### config.mk
export PLATFORM = sky130hd
export DESIGN_NAME = multdiv_unit
export DESIGN_NICKNAME = d
export VERILOG_FILES = /design/src/rtl/multdiv_unit.sv
export SDC_FILE = /design/constraint.sdc
export NUM_CORES = 1
export LEC_CHECK = 0
export BUFFER_PORTS_ARGS = -buffer_cell sky130_fd_sc_hd__buf_2
export CORE_UTILIZATION = 30
export CTS_CLUSTER_DIAMETER = 30
export DETAILED_ROUTE_END_ITERATION = 10
export SYNTH_ARGS = -nofsm -noshare
export SYNTH_HDL_FRONTEND = slang
export SYNTH_SLANG_ARGS = --single-unit
### constraint.sdc
create_clock -name clock -period 5.65 [get_ports clock]
set_input_delay 1.13 -clock clock [delete_from_list [all_inputs] [get_ports clock]]
set_output_delay 1.13 -clock clock [all_outputs]
set_load 0.01 [all_outputs]
### src/rtl/multdiv_unit.sv
// Multi-cycle signed multiply/divide unit: iterative Booth multiply, restoring divide with sign fix-up.
// Optional macro MULTDIV_RADIX4_EN selects radix-4 Booth multiply (two multiplier bits per cycle).
module multdiv_unit #(
    parameter int WIDTH = 32
) (
    input  logic             clock,
    input  logic             reset_n,
    input  logic [WIDTH-1:0] data_operandA,
    input  logic [WIDTH-1:0] data_operandB,
    input  logic             ctrl_MULT,
    input  logic             ctrl_DIV,
    output logic [WIDTH-1:0] data_result,
    output logic             data_exception,
    output logic             data_resultRDY,
    output logic             busy
);

`ifdef MULTDIV_RADIX4_EN
    localparam int MulIters = WIDTH / 2;
`else
    localparam int MulIters = WIDTH;
`endif
    localparam int CntW = $clog2(WIDTH) + 1;

    typedef enum logic [2:0] {
        IDLE,
        MUL,
        DIV,
        FIX,
        DONE
    } stateT;

    stateT state;
    stateT nextState;

    logic               startMul;
    logic               startDiv;
    logic               divZero;
    logic               divOverflow;
    logic [WIDTH-1:0]   absA;
    logic [WIDTH-1:0]   absB;

    logic [2*WIDTH:0]   acc;
    logic [2*WIDTH:0]   accNext;
    logic [WIDTH-1:0]   mcand;
    logic [2*WIDTH-1:0] product;
    logic               mulOverflow;

    logic [WIDTH-1:0]   rem;
    logic [WIDTH-1:0]   remNext;
    logic [WIDTH-1:0]   quo;
    logic [WIDTH-1:0]   quoNext;
    logic [WIDTH-1:0]   divisor;
    logic [WIDTH:0]     shifted;
    logic [WIDTH:0]     diff;
    logic               negQuo;
    logic               ovfPend;

    logic [CntW-1:0]    count;
    logic               mulLast;
    logic               divLast;

    logic [WIDTH-1:0]   resultNext;
    logic               excNext;
    logic               rdyNext;
    logic               busyNext;

    assign startMul    = ctrl_MULT;
    assign startDiv    = ctrl_DIV & ~ctrl_MULT;
    assign divZero     = (data_operandB == '0);
    assign divOverflow = (data_operandA == {1'b1, {(WIDTH-1){1'b0}}}) && (data_operandB == '1);
    assign absA        = data_operandA[WIDTH-1] ? (~data_operandA + 1'b1) : data_operandA;
    assign absB        = data_operandB[WIDTH-1] ? (~data_operandB + 1'b1) : data_operandB;
    assign mulLast     = (count == CntW'(MulIters - 1));
    assign divLast     = (count == CntW'(WIDTH - 1));

`ifdef MULTDIV_RADIX4_EN
    logic [WIDTH+1:0] upper4;
    logic [WIDTH+1:0] mOne;
    logic [WIDTH+1:0] mTwo;
    logic [WIDTH+1:0] boothSum;

    // Accumulator is {upper, multiplier, q-1}; sum is kept two bits wider so the
    // arithmetic shift by two always sees the true sign.
    always_comb begin
        upper4 = {{2{acc[2*WIDTH]}}, acc[2*WIDTH:WIDTH+1]};
        mOne   = {{2{mcand[WIDTH-1]}}, mcand};
        mTwo   = {mcand[WIDTH-1], mcand, 1'b0};
        case (acc[2:0])
            3'b001, 3'b010: boothSum = upper4 + mOne;
            3'b011:         boothSum = upper4 + mTwo;
            3'b100:         boothSum = upper4 - mTwo;
            3'b101, 3'b110: boothSum = upper4 - mOne;
            default:        boothSum = upper4;
        endcase
        accNext = {boothSum, acc[WIDTH:2]};
    end
`else
    logic [WIDTH:0] upper2;
    logic [WIDTH:0] mOne;
    logic [WIDTH:0] boothSum;

    // One extra sum bit lets the most-negative multiplicand be subtracted without
    // losing the sign that the arithmetic shift brings in.
    always_comb begin
        upper2 = {acc[2*WIDTH], acc[2*WIDTH:WIDTH+1]};
        mOne   = {mcand[WIDTH-1], mcand};
        case (acc[1:0])
            2'b01:   boothSum = upper2 + mOne;
            2'b10:   boothSum = upper2 - mOne;
            default: boothSum = upper2;
        endcase
        accNext = {boothSum, acc[WIDTH:1]};
    end
`endif

    assign product     = accNext[2*WIDTH:1];
    assign mulOverflow = (product[2*WIDTH-1:WIDTH] != {WIDTH{product[WIDTH-1]}});

    always_comb begin
        shifted = {rem, quo[WIDTH-1]};
        diff    = shifted - {1'b0, divisor};
        if (diff[WIDTH]) begin
            remNext = shifted[WIDTH-1:0];
            quoNext = {quo[WIDTH-2:0], 1'b0};
        end else begin
            remNext = diff[WIDTH-1:0];
            quoNext = {quo[WIDTH-2:0], 1'b1};
        end
    end

    always_ff @(posedge clock) begin
        if (!reset_n) begin
            state <= IDLE;
        end else begin
            state <= nextState;
        end
    end

    // A start pulse overrides whatever is in flight; outputs are computed here and registered below.
    always_comb begin
        nextState  = state;
        resultNext = data_result;
        excNext    = data_exception;
        rdyNext    = 1'b0;
        busyNext   = 1'b0;
        if (startMul) begin
            nextState = MUL;
            busyNext  = 1'b1;
        end else if (startDiv) begin
            if (divZero) begin
                nextState  = DONE;
                resultNext = '0;
                excNext    = 1'b1;
                rdyNext    = 1'b1;
            end else begin
                nextState = DIV;
                busyNext  = 1'b1;
            end
        end else begin
            case (state)
                MUL: begin
                    busyNext = 1'b1;
                    if (mulLast) begin
                        nextState  = DONE;
                        busyNext   = 1'b0;
                        rdyNext    = 1'b1;
                        resultNext = product[WIDTH-1:0];
                        excNext    = mulOverflow;
                    end
                end
                DIV: begin
                    busyNext = 1'b1;
                    if (divLast) begin
                        nextState = FIX;
                    end
                end
                FIX: begin
                    nextState  = DONE;
                    rdyNext    = 1'b1;
                    resultNext = negQuo ? (~quo + 1'b1) : quo;
                    excNext    = ovfPend;
                end
                DONE: begin
                    nextState = IDLE;
                end
                default: begin
                    nextState = IDLE;
                end
            endcase
        end
    end

    always_ff @(posedge clock) begin
        if (!reset_n) begin
            data_result    <= '0;
            data_exception <= 1'b0;
            data_resultRDY <= 1'b0;
            busy           <= 1'b0;
        end else begin
            data_result    <= resultNext;
            data_exception <= excNext;
            data_resultRDY <= rdyNext;
            busy           <= busyNext;
        end
    end

    always_ff @(posedge clock) begin
        if (!reset_n) begin
            count <= '0;
        end else if (startMul) begin
            acc   <= {{WIDTH{1'b0}}, data_operandB, 1'b0};
            mcand <= data_operandA;
            count <= '0;
        end else if (startDiv) begin
            rem     <= '0;
            quo     <= absA;
            divisor <= absB;
            negQuo  <= data_operandA[WIDTH-1] ^ data_operandB[WIDTH-1];
            ovfPend <= divOverflow;
            count   <= '0;
        end else if (state == MUL) begin
            acc   <= accNext;
            count <= count + CntW'(1);
        end else if (state == DIV) begin
            rem   <= remNext;
            quo   <= quoNext;
            count <= count + CntW'(1);
        end
    end

endmodule

==> results of run 1 <==
path summary, 6_finish.rpt:
path	to	slack [ns]	cells past startpoint
max	data_exception$_SDFFE_PN0P_	0.44	21
min	data_result[31]$_SDFFE_PN0P_	0.47	2
max reg2reg	data_exception$_SDFFE_PN0P_	0.44	21
min reg2reg	data_result[31]$_SDFFE_PN0P_	0.47	2
sequential cells by signal, summed over array words and instances (netlist names):
signal and count:
acc 65, data_exception 1, divisor 32, ovfPend 1, rem 32, state 3, count 6, negQuo 1
quo 32, mcand 32, data_result 32, busy 1, data_resultRDY 1
metrics by stage:
step / hold WS [ns] / total power, µW / worst slack [ns]
after floorplan: 0.4751 / 2949 / 0.4726
after global placement: 0.4385 / 3241 / 0.4340
after detailed placement: 0.4520 / 3260 / 0.3766
after CTS: 0.4654 / 7072 / 0.3326
after global routing: 0.4974 / 7319 / 0.04361
final: 0.4691 / 7013 / 0.4423
metal layers:
| metal | up-vias | wire length, µm |
|---|---|---|
| li1 | 6466 | - |
| met1 | 6334 | 20660 |
| met3 | 85 | 2615 |
| met5 | - | 0 |
| met4 | 0 | 1463 |
| met2 | 403 | 19640 |
logic make-up (layout without fill, tap and decap cells):
group | count (synthesis) | count (layout) | synth area share [%]
AOI/OAI and AO/OA | 420 | 420 | 17.01
xor gates and xnor gates | 174 | 174 | 9.565
adders and majority gates | 73 | 73 | 5.827
buffers and inverters | 143 | 326 | 3.612
DFF | 239 | 239 | 42.28
muxes | 54 | 54 | 3.659
and+or+nand+nor | 575 | 575 | 18.05
placed cells by master, fill, tap and decap left out, types with 34 or more instances in the layout:
cell type and instances:
o21ai_0 138, inv_1 71, nand2_1 171, nor3_1 34
xnor2_1 94, nor2_1 124, ha_1 71, mux2_2 34
a21oi_1 83, buf_2 102, clkbuf_16 73, dfxtp_1 44
nand3_1 46, nor2b_1 47, xor2_1 80, edfxtp_1 195
power by group through the flow:
stage	Combinational (µW)	Clock [µW]	Sequential, µW
final	1150	3760	2100
after floorplan	838	0	2110
after CTS	1140	3830	2100
after detailed placement	1130	0	2130
after global routing	1280	3920	2110
after global placement	1110	0	2130
cell type report:
cell class / count / area [µm²] / area share, %
Inverter: 71 / 266.5 / 1.362
Clock inverter: 34 / 355.3 / 1.817
Sequential cell: 239 / 6736 / 34.44
Multi-Input combinational cell: 1296 / 8657 / 44.26
Tap cell: 688 / 860.8 / 4.401
Timing Repair Buffer: 132 / 748.2 / 3.825
Clock buffer: 89 / 1937 / 9.901
repair_timing:
action | CTS | global route
endpoints found under the setup margin | 0 | 1
gates resized for setup | 0 | 6
setup buffers | 0 | 1
worst reg2reg max path: stages (launching register included):
cell       delay [ns]
edfxtp_1         0.42
inv_1            0.08
ha_1             0.15
or3b_2           0.50
or4_4            0.46
nor3_1           0.15
buf_4            0.18
a21oi_1          0.09
xnor2_1          0.14
ha_1             0.29
a21oi_1          0.15
o21ai_0          0.16
o41ai_2          0.23
buf_4            0.17
nand3_1          0.12
and3_1           0.23
o31a_1           0.26
or4_1            0.49
a2111oi_2        0.34
mux2i_1          0.13
a2111oi_2        0.22
a31oi_1          0.11
==> summary.md, run 1 <==
| Metric | Value |
|---|---|
| Clk slew on worst S/H paths | `0.05 ns` |
| Root buffer cell | `clkbuf_16` |
| Seq pwr share | `30.0%` |
| Crit path largest cell delay | `0.50 ns` |
| Pwr dens | `about 360 nW/µm²` |
| Final hold vios | `0` |
| Number of global-route vias before repair | `12880` |
| Post-synth top flop | `edfxtp_1` |
| Crit path max fanout | `6` |
| Die W | `232.5 µm` |
| Overall die height | `between 200 and 250 µm` |
| Die Area | `54040 µm²` |
| Routed wire length | `44380 µm` |
| Switching pwr | `1942 µW` |
| Hold Crit Start | `data_result[31]$_SDFFE_PN0P_` |
| CTS tree | `yes` |
| Remaining DRCs | `0` |
| Top cell type's share of synthesized area | `36.75%` |
| Delay-heaviest family, CP | `simple AND/OR/NAND/NOR gates` |
| Clock Power Share | `between 50% and 60%` |
| Critical path, cell by cell | `inv_1 > ha_1 > or3b_2 > or4_4 > nor3_1 > buf_4 > a21oi_1 > xnor2_1 > ha_1 > a21oi_1 > o21ai_0 > o41ai_2 > buf_4 > nand3_1 > and3_1 > o31a_1 > or4_1 > a2111oi_2 > mux2i_1 > a2111oi_2 > a31oi_1` |
| Fillers | `5255` |
| Max Freq | `192.0 MHz` |
| RSZ-0062 raised after global routing | `no` |
| Synthesized area | `15930 µm²` |
| Post-DP HPWL | `32140 µm` |
| Max_cap viols | `0` |
| Met1 usage | `22.16%` |
| Final setup fails | `0` |
| CTS Hold Bufs | `0` |
| Cell with the most instances after synthesis | `edfxtp_1` |
| Critical Path Source | `mcand[0]$_DFFE_PP_` |
| FF-to-FF Start | `mcand[0]$_DFFE_PP_` |
| Nets | `around 1900` |
| P_leak | `0.007606 µW` |
| Setup TNS | `0 ns` |
| Worst slew margin | `25.57%` |
| Leading area contributor after synthesis | `edfxtp_1` |
| Initial drt markers | `826` |
| Distinct cells, synth | `70` |
| Starting Density | `between 30% and 40%` |
| H-tree depth | `3` |
| Hold crit path type | `flip-flop to flip-flop` |
| Clock Latency Late Sink | `just under 0.6 ns` |
| DR vias/cell | `5.213` |
| IO Port Bufs | `between 100 and 150` |
| WS Path Type | `flip-flop to flip-flop` |
| First-pass GRT wire length | `between 70000 and 80000 µm` |
| Cells after synthesis | `1678` |
| GRT met2 Usage | `about a quarter` |
| Number of synthesized flops with an enable pin | `between 150 and 200` |
| Via count | `13290` |
| Ant. Diodes | `0` |
| P_int | `around 5100 µW` |
| Initial antenna violation count | `1` |
| Final Max Slew Viols | `0` |
| Register area share after synthesis | `42.28%` |
| Routed WL per cell | `17.41 µm` |
| Core Box Area | `52550 µm²` |
| GRT Overall Usage | `between 15 and 20%` |
| Comb pwr share | `16.4%` |
| Grt peak-use layer | `met2` |
| Num CTS Buffers | `67` |
| Area Growth Syn to Fin | `22.77%` |
| Bufs and invs on worst path | `3` |
| Ranking of synthesized cells by area | `edfxtp_1 (37%), ha_1 (5.6%), dfxtp_1 (5.5%)` |
| Fin area | `19560 µm²` |
| Synthesized area per cell | `9.495 µm²` |
| Total grt overflow | `0` |
| Outcome | `complete, no violations` |
| ANT nets after route | `0` |
| Slew @ Worst Pin | `1.116 ns` |
| Inst Count DP | `between 2000 and 2500` |
| Placed cell areas | `between 15000 and 20000 µm²` |
| Fin util | `37.22%` |
| CTS sink cnt | `239` |
| Share of cells above drive strength 1 | `16.98%` |
| Rows | `84` |
| Synth warn | `0` |
| Worst EP required | `roughly 6.1 ns` |
| Commonest cells post-synth | `edfxtp_1 (195), nand2_1 (171), o21ai_0 (139), nor2_1 (124), xnor2_1 (94)` |
| Final clock skew | `0.02344 ns` |
| Arrival @ worst endpoint | `between 5 and 6 ns` |
| Io pins | `between 100 and 150` |
| Clock Path Buffers | `3` |
| Ys async rst share | `0%` |
| Final Wtd Congestion | `0.8825` |
| Register bit count reported by yosys | `239` |
| Met3 GRT Util | `3.444%` |
| Non-filler cells, final | `2549` |
| CP endpoint kind | `flip-flop` |
| CP max stage cell | `or3b_2` |
| Switching Fraction | `27.69%` |
| Post-Syn Nets | `~1800` |
| IR drop worst, VDD | `207.3 µV` |
| Largest net degree at the start of global routing | `99` |
| Pre-Repair DR Iteration Count | `5` |
| Setup crit start kind | `flip-flop` |
| Post-route clock period utilization | `92.17%` |
| Post-layout minimum cycle time | `5.208 ns` |
Power figures use the tool's default switching activity.
==> run 2: changes to the inputs <==
--- a/config.mk
+++ b/config.mk
@@ -9,6 +9,7 @@
 export CORE_UTILIZATION = 30
 export CTS_CLUSTER_DIAMETER = 30
 export DETAILED_ROUTE_END_ITERATION = 10
+export RECOVER_POWER = 25
 export SYNTH_ARGS = -nofsm -noshare
 export SYNTH_HDL_FRONTEND = slang
 export SYNTH_SLANG_ARGS = --single-unit
==> run 2 against run 1 <==
The run now ends with max-capacitance violations, max-slew violations left. Sequential power about the same. Wire length rose by 0.18%. Core utilization is 0.17 points lower. Count of clock-buffer cells in the layout unchanged.
==> summary.md, run 2 (synthesis gave the netlist of run 1 again) <==
| Metric | Value |
|---|---|
| Largest Register | `acc` |
| RSZ-0062 raised after global routing | `no` |
| Hold path depth | `2 (unchanged)` |
| Hold crit path type | `flip-flop to flip-flop` |
| Io pins | `103 (unchanged)` |
| WP depth | `21 (unchanged)` |
| Crit path max fanout | `6 (unchanged)` |
| Rows | `84 (unchanged)` |
| Ant. Diodes | `0 (unchanged)` |
| Total grt overflow | `0 (unchanged)` |
| Final Worst Setup Slack | `0.4390 ns (-0.003287 ns)` |
| Area Growth Syn to Fin | `22.22%` |
| Failing checks | `max-capacitance violations, max-slew violations` |
| ANT nets after route | `0 (unchanged)` |
| Pwr dens | `360.1 nW/µm² (+0.45%)` |
| P_leak | `0.007360 µW (-3.2%)` |
| Most frequent cells in the layout | `edfxtp_1 (195), nand2_1 (171), o21ai_0 (138)` |
| Largest net degree at the start of global routing | `99 (unchanged)` |
| Starting Density | `30.32% (unchanged)` |
| IR drop worst, VDD | `207.3 µV (about the same)` |
| Non-filler cells, final | `2549 (unchanged)` |
| Final Max Slew Viols | `54 (+54)` |
| Max Freq | `191.9 MHz (about the same)` |
| Num CTS Buffers | `67 (unchanged)` |
| Final clock skew | `0.02504 ns (+0.001604 ns)` |
| Final hold vios | `0 (unchanged)` |
| Core Box Area | `52550 µm² (unchanged)` |
| Setup TNS | `0 ns (unchanged)` |
| Crit path largest cell delay | `0.50 ns (about the same)` |
| WS Path Type | `flip-flop to flip-flop` |
| Worst slew margin | `-15.78% (-41 points)` |
| Worst EP required | `6.11 ns (about the same)` |
| Clock Latency Late Sink | `0.59 ns (about the same)` |
| First-pass GRT wire length | `70340 µm (unchanged)` |
| CP max stage cell | `or3b_2` |
| GRT Overall Usage | `16.51% (unchanged)` |
| Post-route clock period utilization | `92.23% (about the same)` |
| CTS sink cnt | `239 (unchanged)` |
| Routed wire length | `44460 µm (+0.18%)` |
| CTS tree | `yes` |
| Slew @ Worst Pin | `1.737 ns (+0.6203 ns)` |
| DR vias/cell | `5.208 (-0.11%)` |
| Nets | `1948 (unchanged)` |
| Root buffer cell | `clkbuf_16` |
| CTS Hold Bufs | `0 (unchanged)` |
| Final hold slack | `0.4736 ns (+0.004497 ns)` |
| Overall die height | `232.5 µm (unchanged)` |
| Remaining DRCs | `0 (unchanged)` |
| Max reg flops | `65 (unchanged)` |
| Outcome | `complete, but fails checks` |
| Post-DP HPWL | `32140 µm (unchanged)` |
| Max_cap viols | `3 (+3)` |
| Clk slew on worst S/H paths | `0.05 ns (about the same)` |
| Via count | `13270 (-0.11%)` |
| Routed WL per cell | `17.44 µm (+0.18%)` |
| Initial drt markers | `874 (+5.8%)` |
| Number of global-route vias before repair | `12880 (unchanged)` |
| Final Wtd Congestion | `0.8825 (unchanged)` |
| Fillers | `5284 (+0.55%)` |
| Die Area | `54040 µm² (unchanged)` |
| Delay-heaviest family, CP | `simple AND/OR/NAND/NOR gates` |
| Inst Count DP | `2425 (unchanged)` |
| Pre-CTS setup slack | `0.3766 ns (unchanged)` |
| Die W | `232.5 µm (unchanged)` |
| Post-layout minimum cycle time | `5.211 ns (+0.003287 ns)` |
| Pre-Repair DR Iteration Count | `5 (unchanged)` |
| H-tree depth | `3 (unchanged)` |
| Setup crit start kind | `flip-flop` |
| Final setup fails | `0 (unchanged)` |
| CP endpoint kind | `flip-flop` |
| Arrival @ worst endpoint | `5.67 ns (about the same)` |
| Clock Path Buffers | `3 (unchanged)` |
| Worst Reg-to-Reg Cells | `21 (unchanged)` |
| Most common cell after layout, fill and taps aside | `edfxtp_1` |
| Share of cells above drive strength 1 | `13.22% (-3.8 points)` |
| Initial antenna violation count | `0 (-1)` |
| Power, Total | `7013 µW (about the same)` |
| Critical path, cell by cell | `inv_1 > ha_1 > or3b_2 > or4_4 > nor3_1 > buf_4 > a21oi_1 > xnor2_1 > ha_1 > a21oi_1 > o21ai_0 > o41ai_2 > buf_4 > nand3_1 > and3_1 > o31a_1 > or4_1 > a2111oi_2 > mux2i_1 > a2111oi_2 > a31oi_1` |
| IO Port Bufs | `102 (unchanged)` |
| Bufs and invs on worst path | `3 (unchanged)` |
[run 2: final cells by class]
cell class	instances	area [µm²]	area share, %
clock buffers	89	1937	9.947
clock inverters	34	355.3	1.825
inverters	71	266.5	1.369
multi-input cells	1296	8655	44.45
flip-flops and latches	239	6736	34.59
well taps	688	860.8	4.421
repair buffers	132	661.9	3.399
[run 2: power by group]
part / internal [µW] / switching (µW)
sequential: 2040 / 65.1
combinational: 467 / 680
clock: 2560 / 1200
[run 2: tightest hold or removal path, delay by kind of cell, from the launching register on]
kind | cells | cell delay (ns)
DFF | 1 | 0.31
and+or+nand+nor | 1 | 0.06
AOI/OAI and AO/OA | 1 | 0.06
[run 2: worst paths after layout]
path / from / end / slack, ns
min: data_result[31]$_SDFFE_PN0P_ / data_result[31]$_SDFFE_PN0P_ / 0.47
max reg2reg: mcand[0]$_DFFE_PP_ / data_exception$_SDFFE_PN0P_ / 0.44
max: mcand[0]$_DFFE_PP_ / data_exception$_SDFFE_PN0P_ / 0.44
min reg2reg: data_result[31]$_SDFFE_PN0P_ / data_result[31]$_SDFFE_PN0P_ / 0.47
[run 2: per-stage QoR]
stage / cell area (µm²) / util (%)
after floorplan: 15930 / -
after global placement: 17240 / 32.80
after detailed placement: 17240 / 32.80
after CTS: 19530 / 37.17
after global routing: 19470 / 37.05
final: 19470 / 37.05
[run 2: metal layers]
layer,global-route usage [%],routed length (µm),vias up
met5,0,0,-
met4,7.271,1522,0
met3,3.444,2572,80
met2,25.47,19690,394
met1,22.16,20680,6340
li1,-,-,6460
[run 2: what timing repair did]
item | CTS | global route
gates resized for setup | 0 | 6
setup endpoints to repair | 0 | 1
buffers inserted | 0 | 1
==> run 3: changes to the inputs <==
--- a/config.mk
+++ b/config.mk
@@ -6,7 +6,7 @@
 export NUM_CORES = 1
 export LEC_CHECK = 0
 export BUFFER_PORTS_ARGS = -buffer_cell sky130_fd_sc_hd__buf_2
-export CORE_UTILIZATION = 30
+export CORE_UTILIZATION = 44
 export CTS_CLUSTER_DIAMETER = 30
 export DETAILED_ROUTE_END_ITERATION = 10
 export RECOVER_POWER = 25
==> constraint.sdc (replaced) <==
create_clock -name clock -period 6.3 [get_ports clock]
set_input_delay 1.26 -clock clock [delete_from_list [all_inputs] [get_ports clock]]
set_output_delay 1.26 -clock clock [all_outputs]
set_load 0.01 [all_outputs]
==> run 3 against run 2 <==
The run still ends with max-capacitance violations, max-slew violations left. Largest cell class unchanged. Critical path depth is 14 lower. Combinational power down 13%. Wire length down 5.9%. Non-clock buffer count decreased by 16. Count of clock-buffer cells in the layout shrank 23. Critical endpoint unchanged. Worst hold slack better by 0.015 ns. Largest power group unchanged. Highest routed layer unchanged. Sequential power decreased by 10%. Total power fell by 11%. Clock power is 11% lower. Worst setup slack worse by 0.22 ns.
==> summary.md, run 3 (synthesis gave the netlist of run 1 again) <==
| Metric | Value |
|---|---|
| Outcome | `complete, but fails checks` |
| Failing checks | `max-capacitance violations, max-slew violations` |
| Final clock skew | `0.04204 ns (+0.01700 ns)` |
| Nets | `1925 (-1.2%)` |
| Max reg flops | `65 (unchanged)` |
| Die Area | `36980 µm² (-32%)` |
| Final hold vios | `0 (unchanged)` |
| Worst slew margin | `-169.9% (-150 points)` |
| Clock Path Buffers | `3 (unchanged)` |
| Die W | `192.3 µm (-17%)` |
| Most common cell after layout, fill and taps aside | `edfxtp_1` |
| Pre-Repair DR Iteration Count | `5 (unchanged)` |
| Comb pwr share | `16.1% (-0.3 points)` |
| Fin util | `53.31% (+16 points)` |
| Clock Latency Late Sink | `0.61 ns (+0.02 ns)` |
| Hold crit path type | `flip-flop to flip-flop` |
| IR drop worst, VDD | `450.4 µV (+120%)` |
| ANT nets after route | `0 (unchanged)` |
| Routed wire length | `41820 µm (-5.9%)` |
| IO Port Bufs | `102 (unchanged)` |
| H-tree depth | `2 (-1)` |
| Clk slew on worst S/H paths | `0.05 ns (about the same)` |
| Routed WL per cell | `18.22 µm (+4.5%)` |
| Arrival @ worst endpoint | `6.52 ns (+0.85 ns)` |
| Area Growth Syn to Fin | `19.00%` |
| P_int | `4554 µW (-10%)` |
| Via count | `13020 (-1.9%)` |
| Initial drt markers | `711 (-19%)` |
| Post-layout minimum cycle time | `6.077 ns` |
| Final Worst Setup Slack | `0.2230 ns (-0.2160 ns)` |
| Clock Power Share | `53.6% (about the same)` |
| CTS tree | `yes` |
| Fin area | `18960 µm² (-2.6%)` |
| First-pass GRT wire length | `65760 µm (-6.5%)` |
| Most frequent cells in the layout | `edfxtp_1 (195), nand2_1 (171), o21ai_0 (139)` |
| Num CTS Buffers | `60 (-10%)` |
| Core Box Area | `35570 µm² (-32%)` |
| Placed cell areas | `16830 µm² (-2.4%)` |
| P_leak | `0.007220 µW (-1.9%)` |
| Rows | `69 (-18%)` |
| Share of cells above drive strength 1 | `12.05% (-1.2 points)` |
| Crit path max fanout | `73 (+67)` |
| Setup crit start kind | `input port` |
| Total grt overflow | `0 (unchanged)` |
| RSZ-0062 raised after global routing | `no` |
| Final Max Slew Viols | `74 (+37%)` |
| Switching pwr | `1680 µW (-14%)` |
| Number of global-route vias before repair | `12320 (-4.4%)` |
| Post-DP HPWL | `30070 µm (-6.4%)` |
| Remaining DRCs | `0 (unchanged)` |
| Root buffer cell | `clkbuf_16` |
| Worst EP required | `6.74 ns (+0.63 ns)` |
| CP endpoint kind | `flip-flop` |
| Io pins | `103 (unchanged)` |
| DR vias/cell | `5.671 (+8.9%)` |
| Largest Register | `acc` |
| CTS Hold Bufs | `0 (unchanged)` |
| Setup TNS | `0 ns (unchanged)` |
| GRT Overall Usage | `22.79% (+6.3 points)` |
| Slew @ Worst Pin | `4.049 ns (+2.312 ns)` |
| Switching Fraction | `26.95% (-0.78 points)` |
| Overall die height | `192.3 µm (-17%)` |
| Pwr dens | `328.8 nW/µm² (-8.7%)` |
| CTS sink cnt | `239 (unchanged)` |
| Final setup fails | `0 (unchanged)` |
| Final Wtd Congestion | `0.8895 (+0.79%)` |
| Pre-CTS setup slack | `0.3746 ns (-0.001952 ns)` |
| WS Path Type | `input port to flip-flop` |
| Largest net degree at the start of global routing | `82 (-17%)` |
| Initial antenna violation count | `0 (unchanged)` |
| Ant. Diodes | `0 (unchanged)` |
| Max_cap viols | `1 (-2)` |
| Starting Density | `44.79% (+14 points)` |
| Seq pwr share | `30.3% (+0.3 points)` |
| Post-route clock period utilization | `a little over nine tenths` |
| Max Freq | `164.6 MHz` |
## run 3: layer usage
layer / up-vias / GRT usage, % / part of all wire [%]
met2: 319 / 36.36 / 47
met4: 0 / 10.18 / 3.1
met3: 79 / 3.764 / 4.7
li1: 6420 / - / -
met1: 6198 / 30.32 / 45
met5: - / 0 / 0
## run 3: path summary, 6_finish.rpt
path / startpoint / end / slack (ns) / depth (start not counted)
max: ctrl_MULT / data_exception$_SDFFE_PN0P_ / 0.22 / 7
min: data_result[31]$_SDFFE_PN0P_ / data_result[31]$_SDFFE_PN0P_ / 0.49 / 2
max reg2reg: mcand[0]$_DFFE_PP_ / data_exception$_SDFFE_PN0P_ / 0.48 / 19
min reg2reg: data_result[31]$_SDFFE_PN0P_ / data_result[31]$_SDFFE_PN0P_ / 0.49 / 2
## run 3: power by group through the flow
stage | combinational, µW | clock, µW | sequential, µW
2_1_floorplan | 751 | 0 | 1890
3_3_place_gp | 983 | 0 | 1910
3_5_place_dp | 997 | 0 | 1910
4_1_cts | 1000 | 3390 | 1890
5_1_grt | 1120 | 3470 | 1900
6_report | 1000 | 3340 | 1890
## run 3: repair_timing
item	CTS	global route
setup buffers	0	0
endpoints found under the setup margin	0	1
resized for setup	0	1
## run 3: through the flow
| step | hold slack (ns) | total power (µW) | cells |
|---|---|---|---|
| 4_1_cts | 0.4769 | 6278 | 2295 |
| 6_report | 0.4883 | 6234 | 2295 |
| 5_1_grt | 0.5165 | 6489 | 2295 |
| 2_1_floorplan | 0.4751 | 2645 | 1678 |
| 3_3_place_gp | 0.4642 | 2896 | 2183 |
| 3_5_place_dp | 0.4734 | 2911 | 2183 |
## run 3: layout make-up
type | instances | area, µm²
Fill cell | 3307 | 16610
Multi-Input combinational cell | 1296 | 8640
Sequential cell | 239 | 6736
Clock buffer | 66 | 1567
Clock inverter | 46 | 646.9
Tap cell | 461 | 576.8
Timing Repair Buffer | 116 | 528.0
Inverter | 71 | 266.5
## run 3: worst max-delay path: stages
cell and delay [ns]:
clkbuf_1 0.09, clkbuf_1 2.83, nor2b_2 0.88, nor3_2 0.68
o21ai_1 0.23, a2111oi_2 0.41, a31oi_1 0.12
